File: config.mk
export PLATFORM = sky130hd
export DESIGN_NAME = fifo_rd_drain
export DESIGN_NICKNAME = d
export VERILOG_FILES = /design/src/rtl/fifo_pkg.sv /design/src/rtl/stream_buf.sv /design/src/rtl/fifo_rd_drain.sv
export SDC_FILE = /design/constraint.sdc
export NUM_CORES = 1
export LEC_CHECK = 0
export ABC_CLOCK_PERIOD_IN_PS = 2400
export BUFFER_PORTS_ARGS = -buffer_cell sky130_fd_sc_hd__buf_4
export CAP_MARGIN = 5
export CELL_PAD_IN_SITES_DETAIL_PLACEMENT = 0
export CELL_PAD_IN_SITES_GLOBAL_PLACEMENT = 1
export CORE_ASPECT_RATIO = 0.75
export CORE_MARGIN = 3
export CORE_UTILIZATION = 47
export DETAILED_ROUTE_END_ITERATION = 10
export GPL_TIMING_DRIVEN = 1
export HOLD_SLACK_MARGIN = 0.1
export PLACE_DENSITY = 0.82
export SYNTH_ARGS = -nofsm -noshare
export SYNTH_HDL_FRONTEND = slang
export SYNTH_SLANG_ARGS = --single-unit
File: constraint.sdc
create_clock -name clk -period 2.4 [get_ports clk]
set_input_delay 0.48 -clock clk [delete_from_list [all_inputs] [get_ports clk]]
set_output_delay 0.48 -clock clk [all_outputs]
set_load 0.02 [all_outputs]
File: src/rtl/fifo_pkg.sv
// Shared FIFO constants and pointer-width helper for the dual-clock FIFO and its read/write endpoints.
// Latency: none (declarations only); backpressure: not applicable.
package fifo_pkg;
    localparam int FIFO_DATA_W = 17;
    localparam int FIFO_RD_LAT = 1;

    // A one-entry structure still needs a one-bit pointer.
    function automatic int ptr_w(input int depth);
        return (depth > 1) ? $clog2(depth) : 1;
    endfunction
endpackage

File: src/rtl/stream_buf.sv
// Circular buffer with push/pop/flush and occupancy count; the head word is presented from a head-indexed read.
// Latency: push visible at head the next cycle; backpressure: the caller must not push when full, and pop is ignored when empty.
module stream_buf
    import fifo_pkg::*;
#(
    parameter int DATA_W = FIFO_DATA_W,
    parameter int DEPTH  = 4
) (
    input  logic                         clk,
    input  logic                         rst,
    input  logic                         push,
    input  logic [DATA_W-1:0]            push_data,
    input  logic                         pop,
    input  logic                         flush,
    output logic [DATA_W-1:0]            head_data,
    output logic [$clog2(DEPTH+1)-1:0]   count
);
    localparam int PW = ptr_w(DEPTH);
    localparam int CW = $clog2(DEPTH + 1);

    logic [DATA_W-1:0] mem [DEPTH];
    logic [PW-1:0]     head;
    logic [PW-1:0]     tail;
    logic              pop_ok;
    logic              push_ok;

    // Explicit wrap so depths that are not a power of two still cycle correctly.
    function automatic logic [PW-1:0] wrap_inc(input logic [PW-1:0] p);
        return (p == PW'(DEPTH - 1)) ? '0 : p + PW'(1);
    endfunction

    assign pop_ok  = pop && (count != '0) && !flush;
    assign push_ok = push && !flush;

    always_ff @(posedge clk or posedge rst) begin
        if (rst) begin
            head  <= '0;
            tail  <= '0;
            count <= '0;
        end else if (flush) begin
            head  <= tail;
            count <= '0;
        end else begin
            if (push_ok) tail <= wrap_inc(tail);
            if (pop_ok)  head <= wrap_inc(head);
            case ({push_ok, pop_ok})
                2'b10:   count <= count + CW'(1);
                2'b01:   count <= count - CW'(1);
                default: count <= count;
            endcase
        end
    end

    always_ff @(posedge clk) begin
        if (push_ok) mem[tail] <= push_data;
    end

    // Zero while empty keeps the output defined even though the RAM itself is never reset.
    assign head_data = (count != '0) ? mem[head] : '0;
endmodule

File: src/rtl/fifo_rd_drain.sv
// Read-side FIFO consumer: credit-limited read enables, in-flight tracking and re-presentation as a valid/ready stream.
// Latency: fifo_ren to m_valid is 2 cycles; backpressure: reads stop once buffered plus in-flight words fill the buffer, never from m_ready.
module fifo_rd_drain
    import fifo_pkg::*;
#(
    parameter int DATA_W    = FIFO_DATA_W,
    parameter int BUF_DEPTH = 4,
    parameter int CNT_W     = 16
) (
    input  logic                             clk,
    input  logic                             rst,
    input  logic                             fifo_empty,
    input  logic [DATA_W-1:0]                fifo_rdata,
    output logic                             fifo_ren,
    input  logic                             en,
    input  logic                             flush,
    output logic                             m_valid,
    output logic [DATA_W-1:0]                m_data,
    input  logic                             m_ready,
    output logic [$clog2(BUF_DEPTH+1)-1:0]   level,
    output logic [CNT_W-1:0]                 rd_count
);
    localparam int LVL_W = $clog2(BUF_DEPTH + 1);

    logic             inflight;
    logic             push;
    logic             pop;
    logic [LVL_W-1:0] count;
    logic [LVL_W:0]   credit_used;

    // Words already requested from the FIFO hold a slot, so the buffer can never overflow.
    assign credit_used = {1'b0, count} + (LVL_W + 1)'(inflight);
    assign fifo_ren    = en && !fifo_empty && !flush && !rst &&
                         (credit_used < (LVL_W + 1)'(BUF_DEPTH));

    assign push    = inflight && !flush;
    assign m_valid = (count != '0);
    assign pop     = m_valid && m_ready;
    assign level   = count;

    always_ff @(posedge clk or posedge rst) begin
        if (rst) begin
            inflight <= 1'b0;
            rd_count <= '0;
        end else begin
            inflight <= fifo_ren;
            if (pop) rd_count <= rd_count + CNT_W'(1);
        end
    end

    stream_buf #(
        .DATA_W (DATA_W),
        .DEPTH  (BUF_DEPTH)
    ) u_buf (
        .clk       (clk),
        .rst       (rst),
        .push      (push),
        .push_data (fifo_rdata),
        .pop       (pop),
        .flush     (flush),
        .head_data (m_data),
        .count     (count)
    );
endmodule

==> run summary, run 1 <==
======================================================================================================
Total routing resource utilization after global routing .................................        0.157
Vias post-DR ............................................................................         2103
Clock network power share ...............................................................        0.240
Actual transition at the worst max-transition pin .......................................     0.406 ns
Layout cell share with drive strength beyond 1 ..........................................        0.358
Cells after synthesis ...................................................................          230
Post-CTS sizing .........................................................................            0
Number of flops mapped to enable cells by yosys .........................................           68
Count of different cell masters after synthesis .........................................           38
Time the final worst path needs with I/O delays and setup ...............................      2.28 ns
Number of ports placed on the die boundary ..............................................           61
Length of the first detailed-routing pass in iterations .................................            4
Max transition margin ...................................................................        0.729
Fraction of registers with async set/reset ..............................................        0.261
Number of clock buffers inserted by TritonCTS ...........................................            9
Number of nets in the final layout ......................................................          335
Final period util .......................................................................        0.949
Sequential cell area fraction in the yosys report .......................................        0.683
Total cell area at the placement stage ..................................................  0.00452 mm²
Sum of internal, switching and leakage power ............................................      4.07 mW
Die width ...............................................................................       111 µm
Highest attainable clock frequency ......................................................      439 MHz
Remaining number of nets flagged by the antenna check after routing .....................            0
Final max-slew violation count ..........................................................            0
Critical path capture point type ........................................................ primary output
Area share of the leading cell type in the synthesized netlist ..........................        0.528
Vias per cell ...........................................................................         5.12
Core area ...............................................................................  0.00767 mm²
Port Buffers ............................................................................           60
RSZ-0062 raised after global routing ....................................................        false
Class of the most critical setup path ...................................................      reg2out
Maximum vdd ir drop .....................................................................   0.000450 V
Hold-fix buffer count after cts .........................................................            0
Netlist area before placement ...........................................................  0.00387 mm²
Drc violations ..........................................................................            0
Worst EP arrival ........................................................................      1.80 ns
Register bit total from synthesis .......................................................           92
Aggregate global routing overflow .......................................................            0
Detail Placement HPWL ...................................................................      4750 µm
Sinks on the clock net ..................................................................           92
Root buffer selected by CTS .............................................................     clkbuf_8
Final Hold Viols ........................................................................            0
Tightest Hold Check Type ................................................................     in2async
Cell accounting for the most synthesized area ...........................................     edfxtp_1
Most used flip-flop cell after synthesis ................................................     edfxtp_1
Y dimension of the die ..................................................................      84.6 µm
Yosys Warn Count ........................................................................            0
Comb power frac .........................................................................        0.289
Synthesized area per cell ...............................................................     16.8 µm²
Worst Setup Start Kind ..................................................................    flip-flop
Maximum number of pins on one net before global-route repair ............................           25
Switching power total ...................................................................      1.22 mW
Clock transition at the register clock pins on the worst setup and hold paths after CTS .      0.08 ns
Longest Clk Path Bufs ...................................................................            2
Total non-filler cell area in the finished layout .......................................  0.00470 mm²
Initial antenna violation count .........................................................            0
Clk Latency, worst-skew pair ............................................................      0.35 ns
Clock tree from TritonCTS ...............................................................         done
Post-Syn Nets ...........................................................................          260
Routed wire per std cell ................................................................      16.8 µm
Leakage power ...........................................................................      1.83 nW
Number of failing setup endpoints in the final timing report ............................            0
Post-CTS repair timing setup buffer count ...............................................            0
Area grow syn2layout ....................................................................        21.5%
Weighted congestion reported at the end of routability-driven placement .................        0.740
Power Density ...........................................................................   865 mW/mm²
Most common cell after layout, fill and taps aside ......................................        buf_4
Number of placement rows ................................................................           27
Internal power ..........................................................................      2.85 mW
Starting density of the core ............................................................        0.504
Fraction of power spent switching nets ..................................................        0.300
Data required time at the worst endpoint ................................................      1.92 ns
Commonest cells after routing, fill and taps aside ...................................... buf_4 (72), edfxtp_1 (68), dfrtp_1 (24)
Run status .............................................................................. finished, final reports clean
Post-route setup TNS ....................................................................         0 ns
Smallest hold slack .....................................................................     0.180 ns
Antenna diode instance count ............................................................            0
Leading cell types by total area after synthesis ........................................ edfxtp_1 (53%), dfrtp_1 (16%), mux4_2 (9.9%)
Maximum fanout along the worst path .....................................................           15
Count of H-tree levels built during CTS .................................................            3
DRC violation total after the first TritonRoute iteration ...............................           70
Wire length of the first global-routing pass ............................................     11400 µm
Worst-case clock skew ...................................................................   0.00880 ns
DRT Wirelength ..........................................................................      6890 µm
Number of max-cap violations ............................................................            0
Number of global-route vias before repair ...............................................         2168
Sequential cell fraction of total power .................................................        0.471
Floorplan die area ......................................................................  0.00937 mm²
======================================================================================================
==> final timing paths <==
| kind | from | endpoint | slack [ns] | cells past startpoint |
|---|---|---|---|---|
| max | u_buf.head[0] | m_data[11] | 0.12 | 4 |
| min | rst | u_buf.count[2] | 0.18 | 3 |
| max reg2reg | u_buf.count[0] | u_buf.count[2] | 0.49 | 6 |
| min reg2reg | rd_count[15] | rd_count[15] | 0.47 | 1 |
| max in group asynchronous | rst | rd_count[7] | 1.98 | 3 |
| min in group clk | rst | inflight | 0.31 | 2 |
==> metrics by stage <==
stage / instances / util / setup slack [ns]
final: 411 / 0.613 / 0.122
after global routing: 411 / 0.613 / 0.0127
after CTS: 411 / 0.613 / 0.0880
after detailed placement: 395 / 0.589 / 0.259
after global placement: 395 / 0.589 / 0.343
after floorplan: 230 / - / 0.149
==> registers in the layout, summed over array words and instances, names as in the netlist <==
register     cells
inflight         1
rd_count        16
u_buf.count      3
u_buf.head       2
u_buf.mem       68
u_buf.tail       2
==> routing by layer <==
metal  track usage  vias up  part of all wire
met1         0.216     1026              0.48
met3        0.0454       12             0.045
met5             0        -                 0
li1              -     1009                 -
met2         0.241       56              0.47
met4        0.0559        0             0.014
==> final cells by class <==
cell class | instances | area [µm²]
repair buffers | 74 | 581
clock inverters | 6 | 55.1
clock buffers | 10 | 128
inverters | 7 | 26.3
fillers | 590 | 2970
well taps | 101 | 126
flip-flops and latches | 92 | 2640
multi-input cells | 121 | 1140
==> power groups by stage <==
stage	registers, mW	clock network (mW)	logic [mW]
2_1_floorplan	1.95	0	0.738
3_3_place_gp	1.95	0	1.19
3_5_place_dp	1.95	0	1.20
4_1_cts	1.92	1.00	1.20
5_1_grt	1.93	1.07	1.28
6_report	1.91	0.976	1.18
==> cell usage after synthesis (all sizes together), types with 2 or more instances <==
library cell,instances
nor2,7
buf,7
edfxtp,68
nor2b,19
xor2,6
inv,7
and2,4
nand2,16
o21ai,3
mux4,17
clkbuf,3
a22oi,2
ha,6
nand4,4
xnor2,13
dfrtp,24
nor3,7
a21oi,2
==> worst max-delay path, stage by stage (launching register included) <==
cell and delay (ns):
dfrtp_1 0.42, buf_12 0.19, mux4_2 0.50, nor2b_1 0.17, buf_4 0.17
==> cells by family after synthesis <==
group,Yosys count,synth area share
compound gates,13,0.0268
buf+inv,17,0.0217
mux,17,0.0990
xor+xnor,19,0.0430
simple gates,65,0.102
fa+ha+maj,7,0.0246
flops,92,0.683
Note: power is estimated with default switching activity, not from simulation.
==> inputs of run 2 (changes only) <==
Settings changed: GPL_TIMING_DRIVEN 1 to default, MAX_ROUTING_LAYER from default to met4, PLACE_DENSITY 0.82 to default, PLACE_DENSITY_LB_ADDON from default to 0.05.
==> run summary, run 2 (same netlist as run 1, synthesis figures left out) <==
======================================================================================================
Max transition margin ...................................................................        0.662
Final max-slew violation count ..........................................................            0
Clk Latency, worst-skew pair ............................................................      0.34 ns
Port Buffers ............................................................................           60
Met1 Wirelength .........................................................................      3270 µm
Number of nets in the final layout ......................................................          335
Smallest hold slack .....................................................................     0.323 ns
RSZ-0062 raised after global routing ....................................................        false
Total cell area at the placement stage ..................................................  0.00449 mm²
Startpoint of the worst register-to-register path ....................................... u_buf.count[0]
Y dimension of the die ..................................................................      84.6 µm
Maximum vdd ir drop .....................................................................   0.000438 V
Routed wire length on met3 ..............................................................       338 µm
Post-route setup TNS ....................................................................         0 ns
Total non-filler cell area in the finished layout .......................................  0.00470 mm²
Routed wire per std cell ................................................................      16.8 µm
Maximum number of pins on one net before global-route repair ............................           24
Worst reg2reg path endpoint ............................................................. u_buf.count[2]
Commonest cells after routing, fill and taps aside ...................................... buf_4 (73), edfxtp_1 (68), dfrtp_1 (23)
Vias per cell ...........................................................................         5.23
Final period util .......................................................................        0.965
Layout cell share with drive strength beyond 1 ..........................................        0.371
Run status .............................................................................. finished, final reports clean
Antenna diode instance count ............................................................            0
Beginning of the critical path .......................................................... u_buf.count[2]
Most common cell after layout, fill and taps aside ......................................        buf_4
Number of clock buffers inserted by TritonCTS ...........................................            9
Number of flip-flops under the largest register name ....................................           68
Largest registers ....................................................................... u_buf.mem: 68 flops, rd_count: 16 flops, u_buf.count: 3 flops
Area grow syn2layout ....................................................................        21.5%
Final Hold Viols ........................................................................            0
Aggregate global routing overflow .......................................................            0
DRC violation total after the first TritonRoute iteration ...............................           96
Critical path endpoint ..................................................................     fifo_ren
Total routing resource utilization after global routing .................................        0.163
Longest Clk Path Bufs ...................................................................            2
Tightest Hold Check Type ................................................................       in2reg
Vias post-DR ............................................................................         2148
Filler cell count in the final layout ...................................................          607
Clock tree from TritonCTS ...............................................................         done
Worst Setup Start Kind ..................................................................    flip-flop
Worst EP arrival ........................................................................      1.84 ns
Worst Reg2Reg Path Length in Cells ......................................................            6
Leakage power ...........................................................................      1.82 nW
Largest incremental delay on the critical path ..........................................      0.55 ns
Core area ...............................................................................  0.00767 mm²
Class of the most critical setup path ...................................................      reg2out
Data required time at the worst endpoint ................................................      1.92 ns
Number of failing setup endpoints in the final timing report ............................            0
Number of global-route vias before repair ...............................................         2261
Uppermost layer routed ..................................................................         met4
Weighted congestion reported at the end of routability-driven placement .................        0.746
Wire length of the first global-routing pass ............................................     11500 µm
Maximum fanout along the worst path .....................................................           10
DRT Wirelength ..........................................................................      6900 µm
Number of ports placed on the die boundary ..............................................           61
Count of H-tree levels built during CTS .................................................            3
Slowest cell on crit path ...............................................................       or4b_1
Time the final worst path needs with I/O delays and setup ...............................      2.32 ns
Length of the first detailed-routing pass in iterations .................................            4
Initial antenna violation count .........................................................            0
Critical path capture point type ........................................................ primary output
Actual transition at the worst max-transition pin .......................................     0.503 ns
Remaining number of nets flagged by the antenna check after routing .....................            0
Clock transition at the register clock pins on the worst setup and hold paths after CTS .      0.09 ns
Most flop-heavy register ................................................................    u_buf.mem
Starting density of the core ............................................................        0.504
Drc violations ..........................................................................            0
Register-to-register path setup slack ...................................................      0.53 ns
Sequence of cells on the critical path .................................................. or4b_1, a311oi_2, buf_4
Sinks on the clock net ..................................................................           92
Root buffer selected by CTS .............................................................     clkbuf_8
Floorplan die area ......................................................................  0.00937 mm²
Number of max-cap violations ............................................................            0
Highest attainable clock frequency ......................................................      432 MHz
Die width ...............................................................................       111 µm
Wire length on met2 .....................................................................      3270 µm
Worst-case clock skew ...................................................................    0.0106 ns
Number of placement rows ................................................................           27
Detail Placement HPWL ...................................................................      4710 µm
Power Density ...........................................................................   866 mW/mm²
======================================================================================================
run 2: per-layer routing:
layer	GRT usage	vias up
li1	-	1006
met1	0.225	1087
met2	0.242	53
met3	0.0519	2
met4	0.0324	0
met5	-	-
run 2: what timing repair did:
action,CTS,global route
endpoints found under the setup margin,1,1
gates resized for setup,1,1
setup buffers,0,0
endpoints found under the hold margin,1,0
hold buffers,1,0
run 2: worst min path at each step:
stage | startpoint | endpoint | cells after the start
after floorplan | rst | inflight | 1
after global placement | rst | inflight | 2
after detailed placement | rst | inflight | 2
after CTS | fifo_rdata[15] | u_buf.mem[2][15] | 1
after global routing | fifo_rdata[15] | u_buf.mem[3][15] | 1
final | fifo_rdata[15] | u_buf.mem[3][15] | 1
run 2: worst max-delay path, delay by kind of cell (launching register included):
| kind | cells | cell delay [ns] |
|---|---|---|
| AO/OA/AOI/OAI | 1 | 0.25 |
| buffers and inverters | 1 | 0.20 |
| flip-flops | 1 | 0.49 |
| AND/OR/NAND/NOR | 1 | 0.55 |
run 2: per-stage QoR:
stage | instances | worst slack (ns) | util | total power [mW]
2_1_floorplan | 230 | 0.149 | - | 2.69
3_3_place_gp | 394 | 0.326 | 0.585 | 3.11
3_5_place_dp | 394 | 0.258 | 0.585 | 3.11
4_1_cts | 411 | 0.0208 | 0.613 | 4.13
5_1_grt | 411 | 0.00486 | 0.613 | 4.29
6_report | 411 | 0.0837 | 0.613 | 4.07
run 2: where the power goes:
part	internal, mW	switching (mW)
clock	0.485	0.524
sequential	1.79	0.111
combinational	0.561	0.599
run 2: cell type report:
cell class,instances,area [µm²],share of cell area
clock buffer,9,124,0.0263
timing repair buffer,74,558,0.119
clock inverter,7,75.1,0.0160
tap,101,126,0.0269
multi-input combinational,121,1150,0.244
inverter,7,26.3,0.00559
sequential,92,2640,0.562
